--- config.mk ---
export PLATFORM = sky130hd
export DESIGN_NAME = guess_game_ctrl
export DESIGN_NICKNAME = d
export VERILOG_FILES = /design/src/rtl/guess_game_ctrl_pkg.sv /design/src/rtl/key_debounce.sv /design/src/rtl/guess_game_ctrl.sv
export SDC_FILE = /design/constraint.sdc
export NUM_CORES = 1
export LEC_CHECK = 0
export CORE_AREA = 2 2 90 92
export DETAILED_ROUTE_END_ITERATION = 10
export DIE_AREA = 0 0 92 94
export DONT_BUFFER_PORTS = 1
export REMOVE_ABC_BUFFERS = 1
export SYNTH_ARGS = -nofsm -noshare
export SYNTH_HDL_FRONTEND = slang
export SYNTH_SLANG_ARGS = --single-unit
--- constraint.sdc ---
create_clock -name CLK -period 2.6 [get_ports CLK]
set_input_delay 0.39 -clock CLK [delete_from_list [all_inputs] [get_ports CLK]]
set_output_delay 0.39 -clock CLK [all_outputs]
set_load 0.1 [all_outputs]
--- src/rtl/guess_game_ctrl_pkg.sv ---
// Shared encodings and small helpers for the number-guessing game controller.
package guess_game_ctrl_pkg;

  typedef enum logic [2:0] {
    ST_IDLE  = 3'd0,
    ST_PLAY  = 3'd1,
    ST_CHECK = 3'd2,
    ST_WIN   = 3'd3,
    ST_LOSE  = 3'd4
  } state_t;

  localparam logic [1:0] RES_NONE = 2'b00;
  localparam logic [1:0] RES_LOW  = 2'b01;
  localparam logic [1:0] RES_HIGH = 2'b10;
  localparam logic [1:0] RES_EQ   = 2'b11;

  localparam logic [3:0] BLANK_DIGIT = 4'hF;
  localparam logic [3:0] LFSR_SEED   = 4'b0001;
  localparam logic [3:0] MAX_DIGIT   = 4'd9;

  // Packed-BCD increment that sticks at 99 instead of wrapping.
  function automatic logic [7:0] bcd_inc(input logic [7:0] value);
    if (value == 8'h99) begin
      return value;
    end
    if (value[3:0] == 4'd9) begin
      return {value[7:4] + 4'd1, 4'd0};
    end
    return {value[7:4], value[3:0] + 4'd1};
  endfunction

  // Folds the 1..15 LFSR range onto a decimal digit.
  function automatic logic [3:0] lfsr_to_digit(input logic [3:0] lfsr);
    if (lfsr >= 4'd10) begin
      return lfsr - 4'd10;
    end
    return lfsr;
  endfunction

  function automatic logic [1:0] compare_digits(input logic [3:0] guess,
                                                input logic [3:0] secret);
    if (guess < secret) begin
      return RES_LOW;
    end
    if (guess > secret) begin
      return RES_HIGH;
    end
    return RES_EQ;
  endfunction

endpackage

--- src/rtl/key_debounce.sv ---
// Synchronises an active-low push-button and emits one pulse per debounced press.
module key_debounce #(
  parameter logic [19:0] DB_CYCLES = 20'd1_000_000
) (
  input  logic CLK,
  input  logic RSTn,
  input  logic Key_In,
  output logic Press_Pulse
);

  logic        sync1_reg;
  logic        sync2_reg;
  logic        level_reg;
  logic [19:0] cnt_reg;

  // Idle level is 1 (released); a new level is taken only after DB_CYCLES differing samples.
  always_ff @(posedge CLK) begin
    if (!RSTn) begin
      sync1_reg   <= 1'b1;
      sync2_reg   <= 1'b1;
      level_reg   <= 1'b1;
      cnt_reg     <= 20'd0;
      Press_Pulse <= 1'b0;
    end else begin
      sync1_reg   <= Key_In;
      sync2_reg   <= sync1_reg;
      Press_Pulse <= 1'b0;
      if (sync2_reg == level_reg) begin
        cnt_reg <= 20'd0;
      end else if (cnt_reg == DB_CYCLES - 20'd1) begin
        cnt_reg     <= 20'd0;
        level_reg   <= sync2_reg;
        Press_Pulse <= ~sync2_reg;
      end else begin
        cnt_reg <= cnt_reg + 20'd1;
      end
    end
  end

endmodule

--- src/rtl/guess_game_ctrl.sv ---
// Game controller: debounced keys, LFSR secret, guess/compare FSM with BCD try counter.
module guess_game_ctrl
  import guess_game_ctrl_pkg::*;
#(
  parameter logic [19:0] DB_CYCLES = 20'd1_000_000,
  parameter logic [7:0]  MAX_TRIES = 8'h10
) (
  input  logic       CLK,
  input  logic       RSTn,
  input  logic       Key_New,
  input  logic       Key_Confirm,
  input  logic [3:0] Guess_In,
  output logic [3:0] data,
  output logic [7:0] tries,
  output logic [1:0] Result_Out,
  output logic       Win_Out,
  output logic       Lose_Out
);

  logic       new_p;
  logic       conf_p;
  logic [3:0] lfsr_reg;
  logic [3:0] secret_reg;
  state_t     state_reg;
  logic [7:0] tries_next;

  key_debounce #(.DB_CYCLES(DB_CYCLES)) u_db_new (
    .CLK         (CLK),
    .RSTn        (RSTn),
    .Key_In      (Key_New),
    .Press_Pulse (new_p)
  );

  key_debounce #(.DB_CYCLES(DB_CYCLES)) u_db_confirm (
    .CLK         (CLK),
    .RSTn        (RSTn),
    .Key_In      (Key_Confirm),
    .Press_Pulse (conf_p)
  );

  // x^4+x^3+1, seeded non-zero so it cycles through all 15 non-zero states.
  always_ff @(posedge CLK) begin
    if (!RSTn) begin
      lfsr_reg <= LFSR_SEED;
    end else begin
      lfsr_reg <= {lfsr_reg[2:0], lfsr_reg[3] ^ lfsr_reg[2]};
    end
  end

  assign tries_next = bcd_inc(tries);

  always_ff @(posedge CLK) begin
    if (!RSTn) begin
      state_reg  <= ST_IDLE;
      secret_reg <= 4'd0;
      data       <= BLANK_DIGIT;
      tries      <= 8'h00;
      Result_Out <= RES_NONE;
      Win_Out    <= 1'b0;
      Lose_Out   <= 1'b0;
    end else if (new_p) begin
      // A new-game press restarts from any state and outranks a simultaneous confirm.
      state_reg  <= ST_PLAY;
      secret_reg <= lfsr_to_digit(lfsr_reg);
      data       <= BLANK_DIGIT;
      tries      <= 8'h00;
      Result_Out <= RES_NONE;
      Win_Out    <= 1'b0;
      Lose_Out   <= 1'b0;
    end else begin
      case (state_reg)
        ST_IDLE: begin
          state_reg <= ST_IDLE;
        end
        ST_PLAY: begin
          if (conf_p && (Guess_In <= MAX_DIGIT)) begin
            data      <= Guess_In;
            state_reg <= ST_CHECK;
          end
        end
        ST_CHECK: begin
          tries      <= tries_next;
          Result_Out <= compare_digits(data, secret_reg);
          if (data == secret_reg) begin
            state_reg <= ST_WIN;
          end else if (tries_next == MAX_TRIES) begin
            state_reg <= ST_LOSE;
          end else begin
            state_reg <= ST_PLAY;
          end
        end
        ST_WIN: begin
          data    <= secret_reg;
          Win_Out <= 1'b1;
        end
        ST_LOSE: begin
          data     <= secret_reg;
          Lose_Out <= 1'b1;
        end
        default: begin
          state_reg <= ST_IDLE;
        end
      endcase
    end
  end

endmodule

Word level (Yosys, flattened, before mapping)
Cells that the tools add are included.

Word-level logic and storage cells: 97. Register bits: 75.

$lt $le $gt $ge: 4. Add/subtract/negate cells: 5. Reductions and logical operators: 13. Equal/unequal tests: 15. Bitwise logic cells: 9. Muxes and demuxes: 32.

Operators by type and width (count): $add A20 B1 Y20 const B (2); $eq A20 B20 Y1 const B (2); $mux W8 (4); $mux W1 (16); $mux W4 (3); $reduce_or A3 Y1 (4); $reduce_and A2 Y1 (5); $mux W3 (3); $pmux W3 S3 (1); $add A4 B1 Y4 const B (2); $eq A8 B5 Y1 const B (1); $eq A8 B8 Y1 const B (1); $mux W2 (4); $not A1 Y1 (8); $pmux W4 S2 (1); $eq A3 B2 Y1 const B (2); $eq A4 B4 Y1 (1); $eq A4 B4 Y1 const B (1); $ge A4 B4 Y1 const B (1); $gt A4 B4 Y1 (1); $le A4 B4 Y1 const B (1); $lt A4 B4 Y1 (1); $reduce_or A2 Y1 (2); $sub A4 B4 Y4 const B (1); 9 further kinds (10).

Longest topological paths before layout
Depth in word-level cells: 11. Depth in mapped cells: 7. Gate-level depth less buffers: 7.

Modules after synthesis
A second synthesis with hierarchy kept.

Cells, all modules: 394. Area, all modules: 3545.9 um^2.

Modules (own cells, without submodules): guess_game_ctrl (seq. area each 540.5 um^2, area each 1446.4 um^2, times used 1, cells each 163); key_debounce at u_db_new (seq. area each 480.5 um^2, area each 1051.0 um^2, times used 1, cells each 116); key_debounce at u_db_confirm (seq. area each 480.5 um^2, area each 1048.5 um^2, times used 1, cells each 115).

Worst setup path before layout
Ideal clock, no wire load.

Kind: reg-to-reg. From: register tries[5]. To: register state_reg[0]. Buffers on the path: 0. Required time: 2480 ps. Data arrival time: 2230 ps. Path slack: 250 ps. Period minus slack after synthesis: 2350 ps. Cell stages (with the launch flop): 8. Path through: dfxtp_1 -> inv_1 -> ha_1 -> and3b_1 -> nor4bb_1 -> o211a_1 -> a21boi_0 -> o31a_1.

Word-level cells in the longest chain between the ends: 9.

Ends and longest elaborated chain: from (decl) (line guess_game_ctrl.sv:14) `output logic [7:0] tries,`; from (signal assigned) (line guess_game_ctrl.sv:82) `tries <= tries_next;`; $add A4 B1 Y4 / $mux W8 (equally long branches) (line guess_game_ctrl_pkg.sv:27, guess_game_ctrl_pkg.sv:23); $mux W8 (line guess_game_ctrl_pkg.sv:26) `if (value[3:0] == 4'd9) begin`; $mux W8 (line guess_game_ctrl_pkg.sv:29) `return {value[7:4], value[3:0] + 4'd1};`; $mux W8 (*) (line guess_game_ctrl_pkg.sv:26); $eq A8 B5 Y1 (*) (line guess_game_ctrl.sv:86) `end else if (tries_next == MAX_TRIES) begin`; $mux W3 (*) (line guess_game_ctrl.sv:86); $mux W3 (*) (line guess_game_ctrl.sv:84) `if (data == secret_reg) begin`; $pmux W3 S3 (*) (line guess_game_ctrl.sv:71) `case (state_reg)`; $mux W1 (*) (line guess_game_ctrl.sv:61) `end else if (new_p) begin`; to (signal assigned) (line guess_game_ctrl.sv:63) `state_reg <= ST_PLAY;`; to (signal assigned) (line guess_game_ctrl.sv:85) `state_reg <= ST_WIN;`; to (signal assigned) (line guess_game_ctrl.sv:87) `state_reg <= ST_LOSE;`; to (decl) (line guess_game_ctrl.sv:24) `state_t state_reg;`.

Every way passes the cells marked *; elsewhere a longest branch is shown, timed or not. The select of a mux whose other input is x is not followed. A chain may end at the register's enable or synchronous reset.

Final worst setup path
Ends and elaborated chain as after synthesis.

==> metrics.txt <==
# TYPE chip_impl_metric gauge
chip_impl_info{name="run_status",value="completed"} 1
chip_impl_metric{name="worst-slew-pin-transition",unit="ns"} 0.976
chip_impl_info{name="worstSetupStartpointType",value="register"} 1
chip_impl_metric{name="cts.repair_timing.setup_buffer_count",unit=""} 0
chip_impl_metric{name="power-per-cell-area",unit="mW/mm2"} 525
chip_impl_metric{name="synth_cells",unit=""} 375
chip_impl_metric{name="switching_share",unit=""} 0.216
chip_impl_metric{name="gp_congestion",unit=""} 0.793
chip_impl_metric{name="ys_ff_latch",unit=""} 75
chip_impl_metric{name="cts.repair.resized",unit=""} 0
chip_impl_metric{name="worst_skew_pair.late_latency",unit="ns"} 0.34
chip_impl_metric{name="antenna_violating_nets_post_route",unit=""} 0
chip_impl_metric{name="wl_per_cell",unit="um"} 12.3
chip_impl_metric{name="horizontal_die_dimension",unit="um"} 92
chip_impl_metric{name="slew_violations",unit=""} 0
chip_impl_metric{name="antenna_cells_inserted",unit=""} 0
chip_impl_metric{name="clockBufferDepth",unit=""} 2
chip_impl_metric{name="track_usage",unit=""} 0.154
chip_impl_metric{name="setup_viol",unit=""} 0
chip_impl_metric{name="cellInternalPower",unit="uW"} 1530
chip_impl_metric{name="effective_utilization_at_floorplan",unit=""} 0.441
chip_impl_info{name="synth_top_cell_by_area",value="sky130_fd_sc_hd__dfxtp_1"} 1
chip_impl_info{name="dominantRegCellSynth",value="sky130_fd_sc_hd__dfxtp_1"} 1
chip_impl_metric{name="port_bufs",unit=""} 0
chip_impl_metric{name="synth-async-reset-ratio",unit=""} 0
chip_impl_metric{name="register_area_share_after_synthesis",unit=""} 0.448
chip_impl_metric{name="placementRows",unit=""} 32
chip_impl_metric{name="wire_length_after_detailed_routing",unit="um"} 6100
chip_impl_metric{name="critPathRequiredTime",unit="ns"} 2.83
chip_impl_metric{name="share_of_power_burned_in_registers",unit=""} 0.594
chip_impl_metric{name="power_frac_clock",unit=""} 0.390
chip_impl_metric{name="globalRoute.totalOverflow",unit=""} 0
chip_impl_metric{name="yosysTopAreaCellShare",unit=""} 0.448
chip_impl_metric{name="synth_area",unit="mm2"} 0.00335
chip_impl_metric{name="timing.fmax",unit="MHz"} 521
chip_impl_info{name="crit_path_end_kind",value="register"} 1
chip_impl_metric{name="syn2layout_area_growth",unit="%"} 10.9
chip_impl_metric{name="netlist-cell-type-count",unit=""} 45
chip_impl_metric{name="vias",unit=""} 2545
chip_impl_metric{name="hold_viol",unit=""} 0
chip_impl_metric{name="synth_edf_count",unit=""} 0
chip_impl_metric{name="fp.dieArea",unit="mm2"} 0.00865
chip_impl_metric{name="arrival",unit="ns"} 2.15
chip_impl_metric{name="fp.dieH",unit="um"} 94
chip_impl_metric{name="drtIter0Drc",unit=""} 70
chip_impl_metric{name="numCtsBuffers",unit=""} 9
chip_impl_info{name="grt_setup_unrepaired",value="false"} 1
chip_impl_metric{name="core_area",unit="mm2"} 0.00761
chip_impl_info{name="min-delay-path-class",value="in2reg"} 1
chip_impl_metric{name="via_per_inst",unit=""} 5.12
chip_impl_metric{name="post_route_cells_drive_above_1_share",unit=""} 0.0962
chip_impl_metric{name="total_leakage_power",unit="uW"} 0.00130
chip_impl_info{name="cts-root-buf",value="sky130_fd_sc_hd__clkbuf_8"} 1
chip_impl_info{name="setup.worst_path.class",value="reg2reg"} 1
chip_impl_metric{name="total_neg_setup_slack",unit="ns"} 0
chip_impl_metric{name="final.period_utilization",unit=""} 0.739
chip_impl_metric{name="design.final.nets",unit=""} 411
chip_impl_metric{name="finalHoldWorstSlack",unit="ns"} 0.128
chip_impl_metric{name="grt_pass1_vias",unit=""} 2473
chip_impl_metric{name="skew",unit="ns"} 0.0143
chip_impl_info{name="synth_area_leaders",value="sky130_fd_sc_hd__dfxtp_1 (45%), sky130_fd_sc_hd__xor2_1 (7.6%), sky130_fd_sc_hd__nor2_1 (6.3%)"} 1
chip_impl_metric{name="pwr-share-comb",unit=""} 0.016
chip_impl_metric{name="numClockSinks",unit=""} 75
chip_impl_metric{name="post-route-min-period",unit="ns"} 1.92
chip_impl_metric{name="drv.max_cap_violation_count",unit=""} 0
chip_impl_metric{name="net-switching-power",unit="uW"} 421
chip_impl_metric{name="setup.reg_to_reg.worst_slack",unit="ns"} 0.68
chip_impl_info{name="clock_tree_from_tritoncts",value="done"} 1
chip_impl_metric{name="drc",unit=""} 0
chip_impl_metric{name="first_pass_iters",unit=""} 4
chip_impl_metric{name="finalInstanceArea",unit="mm2"} 0.00372
chip_impl_metric{name="yosysWarnings",unit=""} 0
chip_impl_metric{name="grt_first_pass_wirelength",unit="um"} 10800
chip_impl_metric{name="cp_max_fo",unit=""} 7
chip_impl_metric{name="cts-hold-fix-buffers",unit=""} 0
chip_impl_metric{name="grt_antenna_before_repair",unit=""} 0
chip_impl_metric{name="syn-mean-instance-area",unit="um2"} 8.95
chip_impl_metric{name="dpl.hpwl",unit="um"} 4390
chip_impl_metric{name="design.portCount",unit=""} 24
chip_impl_metric{name="power.total",unit="uW"} 1950
chip_impl_metric{name="vdd_ir_drop_max",unit="mV"} 0.275
chip_impl_metric{name="htreeDepth",unit=""} 3
chip_impl_metric{name="placed_cell_area",unit="mm2"} 0.00356
chip_impl_metric{name="worst_setup_hold_path_clk_slew",unit="ns"} 0.08
chip_impl_metric{name="maximum_number_of_pins_on_one_net_before_global_route_repair",unit=""} 22
chip_impl_metric{name="timing.max_slew.rel_slack",unit=""} 0.349
layer usage:
metal / share of wire / routed length (um) / track usage / up-vias
met1: 0.50 / 3060 / 0.190 / 1179
met5: 0 / 0 / 0 / -
li1: - / - / - / 1323
met3: 0.037 / 227 / 0.0377 / 7
met2: 0.45 / 2740 / 0.259 / 36
met4: 0.013 / 80 / 0.0597 / 0
cell usage in the layout, fill, tap and decap left out, types with 10 or more instances in the layout:
cell                        n
sky130_fd_sc_hd__a21oi_1   12
sky130_fd_sc_hd__buf_4     15
sky130_fd_sc_hd__clkbuf_8  10
sky130_fd_sc_hd__dfxtp_1   75
sky130_fd_sc_hd__ha_1      11
sky130_fd_sc_hd__inv_1     13
sky130_fd_sc_hd__nand2_1   30
sky130_fd_sc_hd__nand3_1   23
sky130_fd_sc_hd__nand4_1   12
sky130_fd_sc_hd__nor2_1    56
sky130_fd_sc_hd__o21ai_0   10
sky130_fd_sc_hd__xnor2_1   10
sky130_fd_sc_hd__xor2_1    29
power by group through the flow:
stage / Clock (uW) / Combinational (uW) / Sequential [uW]
after floorplan: 0 / 24.1 / 1190
after global placement: 0 / 31.2 / 1190
after detailed placement: 0 / 32.1 / 1190
after CTS: 787 / 32.2 / 1160
after global routing: 830 / 37.1 / 1160
final: 761 / 31.6 / 1160
cell type report:
cell class	instances	area, um2
Multi-Input combinational cell	278	1770
Tap cell	102	128
Clock inverter	2	13.8
Timing Repair Buffer	15	113
Fill cell	758	3890
Inverter	13	48.8
Sequential cell	75	1500
Clock buffer	12	145
synthesized netlist by cell type, types with 8 or more instances:
master and n:
sky130_fd_sc_hd__dfxtp_1 75, sky130_fd_sc_hd__nor2_1 56, sky130_fd_sc_hd__nand2_1 30, sky130_fd_sc_hd__xor2_1 29, sky130_fd_sc_hd__nand3_1 23, sky130_fd_sc_hd__inv_1 13, sky130_fd_sc_hd__a21oi_1 12, sky130_fd_sc_hd__nand4_1 12
sky130_fd_sc_hd__ha_1 11, sky130_fd_sc_hd__o21ai_0 10, sky130_fd_sc_hd__xnor2_1 10, sky130_fd_sc_hd__clkbuf_1 9, sky130_fd_sc_hd__mux2i_1 8, sky130_fd_sc_hd__nand2b_1 8
critical path: stages (launching register included):
cell and delay, ns:
sky130_fd_sc_hd__dfxtp_1 0.45, sky130_fd_sc_hd__inv_1 0.07, sky130_fd_sc_hd__ha_1 0.19, sky130_fd_sc_hd__and3b_1 0.22
sky130_fd_sc_hd__nor4bb_1 0.30, sky130_fd_sc_hd__o211a_1 0.20, sky130_fd_sc_hd__a21boi_0 0.12, sky130_fd_sc_hd__o31a_1 0.26
final timing paths:
path,start,endpoint,depth (start not counted)
worst max-delay path,tries[5],state_reg[0],7
worst max register to register,tries[5],state_reg[0],7
worst min register to register,u_db_confirm.sync1_reg,u_db_confirm.sync2_reg,1
worst min-delay path,RSTn,u_db_new.level_reg,1
per-stage QoR:
step	setup WS, ns	util	cells
6_report	0.680	0.489	497
3_5_place_dp	0.699	0.468	483
5_1_grt	0.518	0.489	497
3_3_place_gp	0.716	0.468	483
4_1_cts	0.682	0.489	497
2_1_floorplan	0.250	-	366
cell families after synthesis:
family,share of synthesized area
adder cells (fa/ha/maj),0.0410
XOR/XNOR,0.102
flip-flops,0.448
buffers and inverters,0.0246
multiplexers,0.0373
AND/OR/NAND/NOR,0.279
AO/OA/AOI/OAI,0.0683
(Power assumes the default switching activity.)
